==> config.mk <==
export PLATFORM = sky130hd
export DESIGN_NAME = rv_lsu
export DESIGN_NICKNAME = d
export VERILOG_FILES = /design/src/rtl/rv_lsu_pkg.sv /design/src/rtl/rv_lsu_align.sv /design/src/rtl/rv_lsu.sv
export SDC_FILE = /design/constraint.sdc
export NUM_CORES = 1
export LEC_CHECK = 0
export ABC_AREA = 1
export CAP_MARGIN = 40
export CORE_UTILIZATION = 51
export DETAILED_ROUTE_END_ITERATION = 16
export PLACE_DENSITY = 0.87
export SYNTH_ARGS = -nofsm -noshare
export SYNTH_HDL_FRONTEND = slang
export SYNTH_SLANG_ARGS = --single-unit
==> constraint.sdc <==
create_clock -name clk -period 3.3 [get_ports clk]
set_input_delay 0.33 -clock clk [delete_from_list [all_inputs] [get_ports clk]]
set_output_delay 0.33 -clock clk [all_outputs]
set_load 0.02 [all_outputs]
==> src/rtl/rv_lsu_pkg.sv <==
// Shared encodings for the load/store unit: funct3 codes, error codes and FSM states.
package rv_lsu_pkg;

    // RV32I load/store funct3 encodings
    localparam logic [2:0] LSU_LB  = 3'b000;
    localparam logic [2:0] LSU_LH  = 3'b001;
    localparam logic [2:0] LSU_LW  = 3'b010;
    localparam logic [2:0] LSU_LBU = 3'b100;
    localparam logic [2:0] LSU_LHU = 3'b101;
    localparam logic [2:0] LSU_SB  = 3'b000;
    localparam logic [2:0] LSU_SH  = 3'b001;
    localparam logic [2:0] LSU_SW  = 3'b010;

    // Response error codes
    localparam logic [1:0] LSU_OK       = 2'b00;
    localparam logic [1:0] LSU_MISALIGN = 2'b01;
    localparam logic [1:0] LSU_ILLEGAL  = 2'b10;
    localparam logic [1:0] LSU_TIMEOUT  = 2'b11;

    // Controller states
    typedef enum logic [1:0] {
        ST_IDLE = 2'b00,
        ST_WAIT = 2'b01,
        ST_RESP = 2'b10
    } lsu_state_t;

endpackage

==> src/rtl/rv_lsu_align.sv <==
// Combinational lane logic: byte enables, store-lane replication, load
// extraction/extension and legality classification of one access.
module rv_lsu_align
    import rv_lsu_pkg::*;
(
    input  logic        i_we,
    input  logic [2:0]  i_funct3,
    input  logic [1:0]  i_addr_lo,
    input  logic [31:0] i_wdata,
    input  logic [31:0] i_rdata,
    output logic [3:0]  o_be,
    output logic [31:0] o_wdata,
    output logic [31:0] o_rdata,
    output logic        o_misalign,
    output logic        o_illegal
);

    logic [31:0] w_rshift;
    logic [7:0]  w_byte;
    logic [15:0] w_half;

    // Lane selection of the returned bus word
    always_comb begin
        w_rshift = i_rdata >> {i_addr_lo, 3'b000};
        w_byte   = w_rshift[7:0];
        w_half   = i_addr_lo[1] ? i_rdata[31:16] : i_rdata[15:0];
    end

    // Decode funct3 into enables, data formatting and error flags
    always_comb begin
        o_be       = 4'b0000;
        o_wdata    = 32'h0;
        o_rdata    = 32'h0;
        o_misalign = 1'b0;
        o_illegal  = 1'b0;
        case (i_funct3)
            LSU_LB: begin
                o_be    = 4'b0001 << i_addr_lo;
                o_wdata = {4{i_wdata[7:0]}};
                o_rdata = {{24{w_byte[7]}}, w_byte};
            end
            LSU_LH: begin
                o_be       = i_addr_lo[1] ? 4'b1100 : 4'b0011;
                o_wdata    = {2{i_wdata[15:0]}};
                o_rdata    = {{16{w_half[15]}}, w_half};
                o_misalign = i_addr_lo[0];
            end
            LSU_LW: begin
                o_be       = 4'b1111;
                o_wdata    = i_wdata;
                o_rdata    = i_rdata;
                o_misalign = |i_addr_lo;
            end
            LSU_LBU: begin
                // Unsigned variants exist only for loads
                o_be      = 4'b0001 << i_addr_lo;
                o_rdata   = {24'h0, w_byte};
                o_illegal = i_we;
            end
            LSU_LHU: begin
                o_be       = i_addr_lo[1] ? 4'b1100 : 4'b0011;
                o_rdata    = {16'h0, w_half};
                o_misalign = i_addr_lo[0];
                o_illegal  = i_we;
            end
            default: begin
                o_illegal = 1'b1;
            end
        endcase
    end

endmodule

==> src/rtl/rv_lsu.sv <==
// Load/store unit: accepts one op from the execute stage, runs a single aligned
// word-bus access (or reports an error without touching the bus) and returns a
// one-cycle response to writeback.
//
// Handshake: a request transfers on a rising edge where req_valid && req_ready;
// req_ready is high only in IDLE, so the core holds req_valid until accepted.
// The bus side keeps mem_req and its qualifiers stable until mem_ack is sampled
// high on a rising edge or the timeout expires.
module rv_lsu
    import rv_lsu_pkg::*;
#(
    parameter int unsigned TIMEOUT_CYCLES = 255
) (
    input  logic        clk,
    input  logic        rst_n,
    input  logic        req_valid,
    output logic        req_ready,
    input  logic        req_we,
    input  logic [2:0]  req_funct3,
    input  logic [31:0] req_addr,
    input  logic [31:0] req_wdata,
    output logic        resp_valid,
    output logic [31:0] resp_rdata,
    output logic [1:0]  resp_err,
    output logic        mem_req,
    output logic        mem_we,
    output logic [31:0] mem_addr,
    output logic [3:0]  mem_be,
    output logic [31:0] mem_wdata,
    input  logic        mem_ack,
    input  logic [31:0] mem_rdata,
    output logic [1:0]  dbg_state
);

    localparam logic [15:0] TIMEOUT_LAST = 16'(TIMEOUT_CYCLES - 1);

    lsu_state_t  r_state;
    lsu_state_t  w_next;

    logic        r_we;
    logic [2:0]  r_funct3;
    logic [1:0]  r_addr_lo;
    logic [15:0] r_cnt;
    logic        r_mem_we;
    logic [31:0] r_mem_addr;
    logic [3:0]  r_mem_be;
    logic [31:0] r_mem_wdata;
    logic [31:0] r_resp_rdata;
    logic [1:0]  r_resp_err;

    logic        w_idle;
    logic        w_accept;
    logic        w_timeout;
    logic        w_sel_we;
    logic [2:0]  w_sel_funct3;
    logic [1:0]  w_sel_addr_lo;
    logic [3:0]  w_be;
    logic [31:0] w_wdata_sh;
    logic [31:0] w_rdata_ext;
    logic        w_misalign;
    logic        w_illegal;

    // Classify the incoming request in IDLE, otherwise format the latched op
    always_comb begin
        w_idle        = (r_state == ST_IDLE);
        w_accept      = w_idle && req_valid;
        w_timeout     = (r_state == ST_WAIT) && !mem_ack && (r_cnt == TIMEOUT_LAST);
        w_sel_we      = w_idle ? req_we         : r_we;
        w_sel_funct3  = w_idle ? req_funct3     : r_funct3;
        w_sel_addr_lo = w_idle ? req_addr[1:0]  : r_addr_lo;
    end

    rv_lsu_align u_align (
        .i_we       (w_sel_we),
        .i_funct3   (w_sel_funct3),
        .i_addr_lo  (w_sel_addr_lo),
        .i_wdata    (req_wdata),
        .i_rdata    (mem_rdata),
        .o_be       (w_be),
        .o_wdata    (w_wdata_sh),
        .o_rdata    (w_rdata_ext),
        .o_misalign (w_misalign),
        .o_illegal  (w_illegal)
    );

    // State register
    always_ff @(posedge clk or negedge rst_n) begin
        if (!rst_n) begin
            r_state <= ST_IDLE;
        end else begin
            r_state <= w_next;
        end
    end

    // Next-state and state-decoded handshake outputs
    always_comb begin
        w_next     = r_state;
        req_ready  = 1'b0;
        resp_valid = 1'b0;
        mem_req    = 1'b0;
        case (r_state)
            ST_IDLE: begin
                req_ready = 1'b1;
                if (w_accept) begin
                    w_next = (w_illegal || w_misalign) ? ST_RESP : ST_WAIT;
                end
            end
            ST_WAIT: begin
                mem_req = 1'b1;
                if (mem_ack || w_timeout) begin
                    w_next = ST_RESP;
                end
            end
            ST_RESP: begin
                resp_valid = 1'b1;
                w_next     = ST_IDLE;
            end
            default: begin
                w_next = ST_IDLE;
            end
        endcase
    end

    // Request latches, bus qualifiers, timeout counter and response registers
    always_ff @(posedge clk or negedge rst_n) begin
        if (!rst_n) begin
            r_we         <= 1'b0;
            r_funct3     <= 3'b000;
            r_addr_lo    <= 2'b00;
            r_cnt        <= 16'h0;
            r_mem_we     <= 1'b0;
            r_mem_addr   <= 32'h0;
            r_mem_be     <= 4'b0000;
            r_mem_wdata  <= 32'h0;
            r_resp_rdata <= 32'h0;
            r_resp_err   <= LSU_OK;
        end else begin
            case (r_state)
                ST_IDLE: begin
                    r_cnt <= 16'h0;
                    if (w_accept) begin
                        r_we      <= req_we;
                        r_funct3  <= req_funct3;
                        r_addr_lo <= req_addr[1:0];
                        // Illegal funct3 outranks misalignment
                        if (w_illegal) begin
                            r_resp_err   <= LSU_ILLEGAL;
                            r_resp_rdata <= 32'h0;
                        end else if (w_misalign) begin
                            r_resp_err   <= LSU_MISALIGN;
                            r_resp_rdata <= 32'h0;
                        end else begin
                            r_mem_we    <= req_we;
                            r_mem_addr  <= {req_addr[31:2], 2'b00};
                            r_mem_be    <= w_be;
                            r_mem_wdata <= req_we ? w_wdata_sh : 32'h0;
                        end
                    end
                end
                ST_WAIT: begin
                    if (mem_ack || w_timeout) begin
                        // An ack in the timeout cycle still completes normally
                        r_resp_err   <= mem_ack ? LSU_OK : LSU_TIMEOUT;
                        r_resp_rdata <= (mem_ack && !r_we) ? w_rdata_ext : 32'h0;
                        r_cnt        <= 16'h0;
                        r_mem_we     <= 1'b0;
                        r_mem_addr   <= 32'h0;
                        r_mem_be     <= 4'b0000;
                        r_mem_wdata  <= 32'h0;
                    end else begin
                        r_cnt <= r_cnt + 16'h1;
                    end
                end
                default: begin
                    r_cnt <= 16'h0;
                end
            endcase
        end
    end

    assign mem_we     = r_mem_we;
    assign mem_addr   = r_mem_addr;
    assign mem_be     = r_mem_be;
    assign mem_wdata  = r_mem_wdata;
    assign resp_rdata = r_resp_rdata;
    assign resp_err   = r_resp_err;
    assign dbg_state  = r_state;

endmodule

==> results.txt <==
- TritonCTS built the clock tree.
* Yosys cell types: 34
- Number of antenna violations at the first check in global routing: 0
* Normalized max-slew margin: 45.0%
- Hold buffer count at CTS: 0
- On the critical path the largest part of the delay comes from simple AND/OR/NAND/NOR gates.
* Clock-pin slew of the registers on the worst-case setup and hold paths: 60 ps
- The final layout contains routed wiring with a total length of 19,500 um.
- First-pass iteration count of the detailed router: 7
- Crit path buf inv count: 2
- Die Y-Extent: 116 um
* Vias in the first global route: ~6.1k
- Master of the slowest instance on the critical path: sky130_fd_sc_hd__nor2_2
- Weighted congestion at the end of routability-driven global placement: 0.948
- Antenna violation net count after detailed routing: 0
* Area of all placed cells without fillers: 9330 um2
* GRT Total Usage: approximately 29%
* Half-perimeter wire length of the detailed placement result: 13,600 um
- The number of placed instances, taps included, is 1,254.
- Post-place setup slack: ~520 ps
* Wire length of the first global-routing pass: 30,300 um
* Most repeated library cell on the critical path: sky130_fd_sc_hd__nand2_1
- Number of DRC violations after detailed-routing iteration 0: 587
* CP Max Fanout: 35
- Buffers placed on the I/O ports in this run total 209.
- Setup crit end kind: register
- Root buffer cell: sky130_fd_sc_hd__clkbuf_16
- Counting every sink on the clock net gives roughly 130.
- Number of buffers added by the clock tree synthesis step: 17
- For the finished layout, the period the worst path requires is 2850 ps.
* Fin Setup TNS: 0 ps
- At the worst endpoint, the required time is 3650 ps.
* Grt ovf: 0
- LEAKAGE: 4.65 nW
- Failing checks: negative hold slack
- Number of maximum-capacitance constraint violations: 0
* Worst IR Drop VDD: 0.691 mV
* Starting density of the core: about 52%
- RSZ-0062 raised after global routing: false
* Total number of H-tree levels: 4
- Warning count from the yosys run: 0
- Count of endpoints failing setup in the final report: 0
* Final core utilization: 73.9%
* Post-DP Area: ~9000 um2
- Dividing the synthesized area by the synthesized cell count gives 7.33 um2.
- Maximum clock skew at final layout: about 6.6 ps
* Maximum number of pins on one net before global-route repair: 126
* WS Path Type: register to register
* Critical Path, Cell by Cell: nor2_4, nand2_1, nand2_2, inv_2, nand2_1, nand3_1, nor2_2, inv_2, nand2_4, nand2_1, nand2_1
- Hold violation count in the final report: 3
- The routed layout has 6,840 vias.
- Counting every instance in the synthesized netlist gives 903.
* Final number of max-transition violations: 0
- The area growth from synthesis to layout is 41.1%.
- Fraction of final layout cells with drive strength greater than 1: 7.36%
* Status: finished, violations left
- Arr. time, crit path: 3200 ps
- Dividing total power by cell area gives a power density of 977 nW/um2.
* Yosys reg bits: 125
- Once routing completed, OpenROAD measured the worst setup slack at 452 ps.
- Per-cell routed wire length: 15.2 um
* Die X: approximately 120 um
- Summing the sequential cell areas from Yosys gives 47.3% of the chip area.
- At the pin with the least slew margin, the transition time is 823 ps.
- Final hold analysis gives a worst-case slack of -9.38 ps.
- Insertion delay to the later sink of the worst-skew pair: 420 ps
- The longest clock path from root to sink contains 2 buffers.
- Counting the fill cells in the layout gives between 900 and 1k.
* Post-CTS sizing: 0
- Startpoint type of the worst setup path: register
- Number of nets at the end of the flow: 1,207
* Largest stage delay on the critical path: ~560 ps
- The floorplan step defined a die boundary enclosing 13,400 um2.
- Static timing analysis puts the maximum clock frequency at 0.351 GHz.
- Final critical-path share of the clock period: between 80 and 90%
- The number of antenna diodes in the final layout is 0.
- 212 I/O pins were placed.
- The floorplan step defined a core boundary enclosing between 10,000 and 15,000 um2.
* Non-filler instance count after layout: 1,286
- Mapped cell area: between 6000 and 7000 um2
- Cell Rows: 41
- Setup Buffers After CTS: 0
- Average vias per placed instance: around 5.3
- Power comes to 9.12 mW.
- After detailed routing, the number of remaining DRC violations is 0.
* Classification of the worst-slack hold path: primary input to asynchronous set/reset pin
==> sequential cells by signal, summed over array words and instances, names as in the netlist <==
| register | count |
|---|---|
| mem_be | 4 |
| r_cnt | 16 |
| r_funct3 | 3 |
| mem_wdata | 32 |
| r_we | 1 |
| r_addr_lo | 2 |
| mem_addr | 30 |
| resp_rdata | 32 |
| resp_err | 2 |
| mem_we | 1 |
| dbg_state | 2 |
==> report_power, final <==
group          switching [mW]  leakage (nW)  total [mW]  internal, mW
registers               0.298          1.68        2.32          2.03
clock network           0.710         0.239        1.67         0.962
logic                    3.26          2.73        5.12          1.86
==> synth_stat cells <==
master / n / area (um2)
sky130_fd_sc_hd__nand2_1: 402 / 1510
sky130_fd_sc_hd__dfrtp_1: 125 / 3130
sky130_fd_sc_hd__nand3_1: 120 / 601
sky130_fd_sc_hd__nor2_1: 48 / 180
sky130_fd_sc_hd__inv_1: 43 / 161
sky130_fd_sc_hd__nand4_1: 29 / 181
sky130_fd_sc_hd__buf_2: 19 / 95.1
sky130_fd_sc_hd__o21ai_0: 18 / 90.1
sky130_fd_sc_hd__a21oi_1: 13 / 65.1
sky130_fd_sc_hd__clkbuf_1: 12 / 45.0
sky130_fd_sc_hd__buf_6: 9 / 101
sky130_fd_sc_hd__nand2_2: 9 / 56.3
sky130_fd_sc_hd__buf_4: 7 / 52.6
sky130_fd_sc_hd__o211ai_1: 6 / 45.0
sky130_fd_sc_hd__or2_2: 6 / 37.5
sky130_fd_sc_hd__inv_2: 5 / 18.8
sky130_fd_sc_hd__nor3_1: 5 / 25.0
sky130_fd_sc_hd__nor2_4: 4 / 45.0
sky130_fd_sc_hd__o21ai_1: 4 / 20.0
sky130_fd_sc_hd__nor2_2: 3 / 18.8
sky130_fd_sc_hd__ha_1: 2 / 25.0
sky130_fd_sc_hd__nand3_2: 2 / 20.0
sky130_fd_sc_hd__a211oi_1: 1 / 7.51
sky130_fd_sc_hd__buf_1: 1 / 3.75
sky130_fd_sc_hd__clkinv_1: 1 / 3.75
sky130_fd_sc_hd__conb_1: 1 / 3.75
sky130_fd_sc_hd__nand2_4: 1 / 11.3
sky130_fd_sc_hd__nor4_1: 1 / 6.26
sky130_fd_sc_hd__o211ai_2: 1 / 12.5
sky130_fd_sc_hd__o21a_1: 1 / 7.51
sky130_fd_sc_hd__o21ai_2: 1 / 8.76
sky130_fd_sc_hd__o21bai_2: 1 / 11.3
sky130_fd_sc_hd__xnor2_1: 1 / 8.76
sky130_fd_sc_hd__xor2_1: 1 / 8.76
==> cells by family after synthesis <==
group,after synthesis,synth area share (%)
and+or+nand+nor,630,40.7
DFF,125,47.3
buffers and inverters,97,7.28
AOI/OAI and AO/OA,46,4.05
xor gates and xnor gates,2,0.265
adders and majority gates,2,0.378
other,1,0.0567
==> placed cells by master (no fill, tap or decap), types with 2 or more instances in the layout <==
cell / instances
sky130_fd_sc_hd__nand2_1: 402
sky130_fd_sc_hd__clkdlybuf4s50_1: 208
sky130_fd_sc_hd__dfrtp_1: 125
sky130_fd_sc_hd__nand3_1: 120
sky130_fd_sc_hd__nor2_1: 47
sky130_fd_sc_hd__inv_1: 43
sky130_fd_sc_hd__nand4_1: 29
sky130_fd_sc_hd__o21ai_0: 18
sky130_fd_sc_hd__clkbuf_16: 17
sky130_fd_sc_hd__buf_4: 15
sky130_fd_sc_hd__a21oi_1: 12
sky130_fd_sc_hd__nand2_2: 9
sky130_fd_sc_hd__or2_2: 6
sky130_fd_sc_hd__o211ai_1: 6
sky130_fd_sc_hd__clkinvlp_4: 6
sky130_fd_sc_hd__inv_2: 5
sky130_fd_sc_hd__nor3_1: 5
sky130_fd_sc_hd__nor2_4: 5
sky130_fd_sc_hd__o21ai_1: 4
sky130_fd_sc_hd__nor2_2: 3
sky130_fd_sc_hd__inv_6: 3
sky130_fd_sc_hd__clkbuf_1: 3
sky130_fd_sc_hd__nand3_2: 2
sky130_fd_sc_hd__ha_1: 2
sky130_fd_sc_hd__conb_1: 2
sky130_fd_sc_hd__clkinv_2: 2
==> final timing paths <==
check | start | depth (start not counted) | endpoint | slack [ps]
hold reg to reg | mem_addr[21] | 2 | mem_addr[21] | 470
min in group clk | mem_addr[21] | 2 | mem_addr[21] | 470
hold / removal | rst_n | 2 | mem_addr[20] | -9
setup / recovery | dbg_state[1] | 11 | resp_rdata[5] | 450
setup reg to reg | dbg_state[1] | 11 | resp_rdata[5] | 450
max in group asynchronous | rst_n | 2 | r_addr_lo[0] | 2770
==> routing by layer <==
layer / GRT usage, % / vias up / share of wire [%]
li1: - / 3290 / -
met1: 38.8 / 3121 / 41
met2: 46.2 / 371 / 48
met3: 6.75 / 58 / 8.6
met4: 13.2 / 0 / 3.0
met5: 0 / - / 0
==> layout make-up <==
| cell class | count | area (um2) | area share [%] |
|---|---|---|---|
| timing repair buffer | 226 | 2260 | 24.2 |
| clock inverter | 12 | 90.1 | 0.965 |
| inverter | 49 | 184 | 1.97 |
| clock buffer | 20 | 437 | 4.68 |
| sequential | 125 | 3130 | 33.5 |
| multi-input combinational | 682 | 3020 | 32.4 |
| tap | 172 | 215 | 2.31 |
Power figures use the tool's default switching activity.
==> edit (config.mk and constraints unchanged) <==
Put one more register stage on the output `dbg_state`, with the module's reset. The value now appears one clock later. The other outputs are not delayed to match.
--- a/src/rtl/rv_lsu.sv
+++ b/src/rtl/rv_lsu.sv
@@ -184,7 +184,13 @@
     assign mem_wdata  = r_mem_wdata;
     assign resp_rdata = r_resp_rdata;
     assign resp_err   = r_resp_err;
-    assign dbg_state  = r_state;
+    always_ff @(posedge clk or negedge rst_n) begin
+        if (!rst_n) begin
+            dbg_state <= '0;
+        end else begin
+            dbg_state <= r_state;
+        end
+    end
 
 endmodule
 
Function: changed (a bounded check fails within 4 cycles, from zero or initial values and one cycle with rst_n low).
==> edit against the unedited design <==
Global-route usage rose by 0.46 points. Worst setup slack improved by 0.27 ns. Synthesized area up 0.26%. Power is 0.59% higher. Sequential cell count up 2. Die area rose by 0.26%. Critical endpoint is now mem_wdata[11]. Largest power group unchanged. Synthesized cell count did not move. Final area grew 0.39%. Wire length about the same. Critical path depth fell by 1. Highest routed layer unchanged. Worst hold slack better by 0.48 ns. Sequential share of layout area rose by 0.40 points.
==> edit: results (changes against the unedited design) <==
Logic synthesis
  • Sequential area share after synthesis: 47.9% (was 47.3%)
  • Synth Area in Adders: 0.377% (was 0.378%)
  • Synth Area in Compound Gates: 4.13% (was 4.05%)
  • Synth cell count leaders: 403 x nand2_1, 127 x dfrtp_1, 119 x nand3_1 (was 402 x nand2_1, 125 x dfrtp_1, 120 x nand3_1)
  • Synth top area cells: dfrtp_1 48%, nand2_1 23%, nand3_1 9.0% (was dfrtp_1 47%, nand2_1 23%, nand3_1 9.1%)
  • Post-synth cell types: 32 (was 34)
  • Xor/xnor share of the synthesized area: 0.264% (was 0.265%)

GRT
  • Largest net degree at the start of global routing: 71 (was 126)
  • Vias in the first global route: 6248 (was 6126)
  • First-pass GRT wire length: 30.9 mm (was 30.3 mm)

Place
  • RD Place Congestion: 0.922 (was 0.948)
  • Placed cell area: 0.00880 mm² (about the same)
  • HPWL Detailed: 13.7 mm (was 13.6 mm)

Detailed routing
  • DRT Pass-1 Iters: 6 (was 7)
  • 1st-iter DRT viols: 664 (was 587)
  • WL final: 19.5 mm (about the same)
  • Total number of vias: 6791 (was 6840)

Pwr
  • LEAKAGE: 4.68 nW (was 4.65 nW)
  • Worst IR drop on VDD: 0.000641 V (was 0.000691 V)

Outcome
  • Status: finished clean (was finished with violations)

Cells and area
  • Fillcell total: 978 (was 952)
  • Total Nets Final: 1205 (was 1207)
  • Post-route insts no fill: 1283 (was 1286)

Clocking
  • Num CTS Buffers: 17 (unchanged)

Timing
  • Clk_skew: 0.00862 ns (was 0.00661 ns)
  • Worst slew margin: 49.6% (was 45.0%)

Setup path
  • WP data arrival: 2.93 ns (was 3.20 ns)
  • Maximum fanout along the worst path: 32 (was 35)
  • Highest-delay cell along the critical path: dfrtp_1 (was nor2_2)
  • Worst path max stage delay: 0.48 ns (was 0.56 ns)

Hold path
  • HP Class: reg -> reg (was in -> async)
-- edit: cell count changes in the layout (fill, tap and decap cells not counted), moves of 2 or more --
cell | before | now
buf_4 | 15 | 12
clkinvlp_4 | 6 | 4
dfrtp_1 | 125 | 127
nor2_1 | 47 | 49
o21ai_0 | 18 | 21
o21ai_1 | 4 | 2
-- edit: cells by family after synthesis --
| group | count (synthesis) |
|---|---|
| xor gates and xnor gates | 2 |
| other | 1 |
| and+or+nand+nor | 631 |
| adders and majority gates | 2 |
| AOI/OAI and AO/OA | 46 |
| DFF | 127 |
| buffers and inverters | 94 |
-- edit: through the flow --
step	hold slack, ns	util [%]
after global placement	0.443	69.5
final	0.468	73.9
after global routing	0.485	73.9
after detailed placement	0.440	69.5
after floorplan	0.0344	-
after CTS	0.456	73.9
-- edit: tightest hold or removal path: cells and delay by family, from the launching register on --
kind	cells	cell delay [ns]
and+or+nand+nor	2	0.10
DFF	1	0.34
-- edit: worst paths after layout --
path                               from       endpoint  slack (ns)  cells after the start
min                        mem_addr[20]   mem_addr[20]        0.47                      2
max reg2reg                  r_state[1]  mem_wdata[11]        0.73                     10
max                          r_state[1]  mem_wdata[11]        0.73                     10
min in group asynchronous         rst_n   mem_addr[12]        0.52                      2
max in group asynchronous         rst_n  resp_rdata[9]        1.94                      3
min reg2reg                mem_addr[20]   mem_addr[20]        0.47                      2
-- edit: timing repair --
action | in CTS | in global routing
endpoints found under the hold margin | 14 | 0
hold buffers | 1 | 0
endpoints found under the setup margin | 0 | 0
-- edit: area by class of cell --
type	instances	area, µm²	area share, %
clock inverter	11	109	1.16
tap	172	215	2.30
multi-input combinational	683	3020	32.2
clock buffer	20	447	4.77
inverter	47	176	1.88
timing repair buffer	223	2220	23.7
sequential	127	3180	33.9
-- edit: where the power goes --
group | internal (mW) | switching [mW]
logic | 1.81 | 3.23
clock network | 1.06 | 0.722
registers | 2.06 | 0.290
total | 4.93 | 4.24
-- edit: layer usage --
metal / up-vias / global-route usage [%] / routed length [µm] / share of wire [%]
li1: 3285 / - / - / -
met1: 3144 / 39.7 / 8020 / 41
met2: 306 / 47.6 / 9470 / 49
met3: 56 / 5.54 / 1440 / 7.4
met4: 0 / 13.6 / 575 / 2.9
met5: - / 0 / 0 / 0
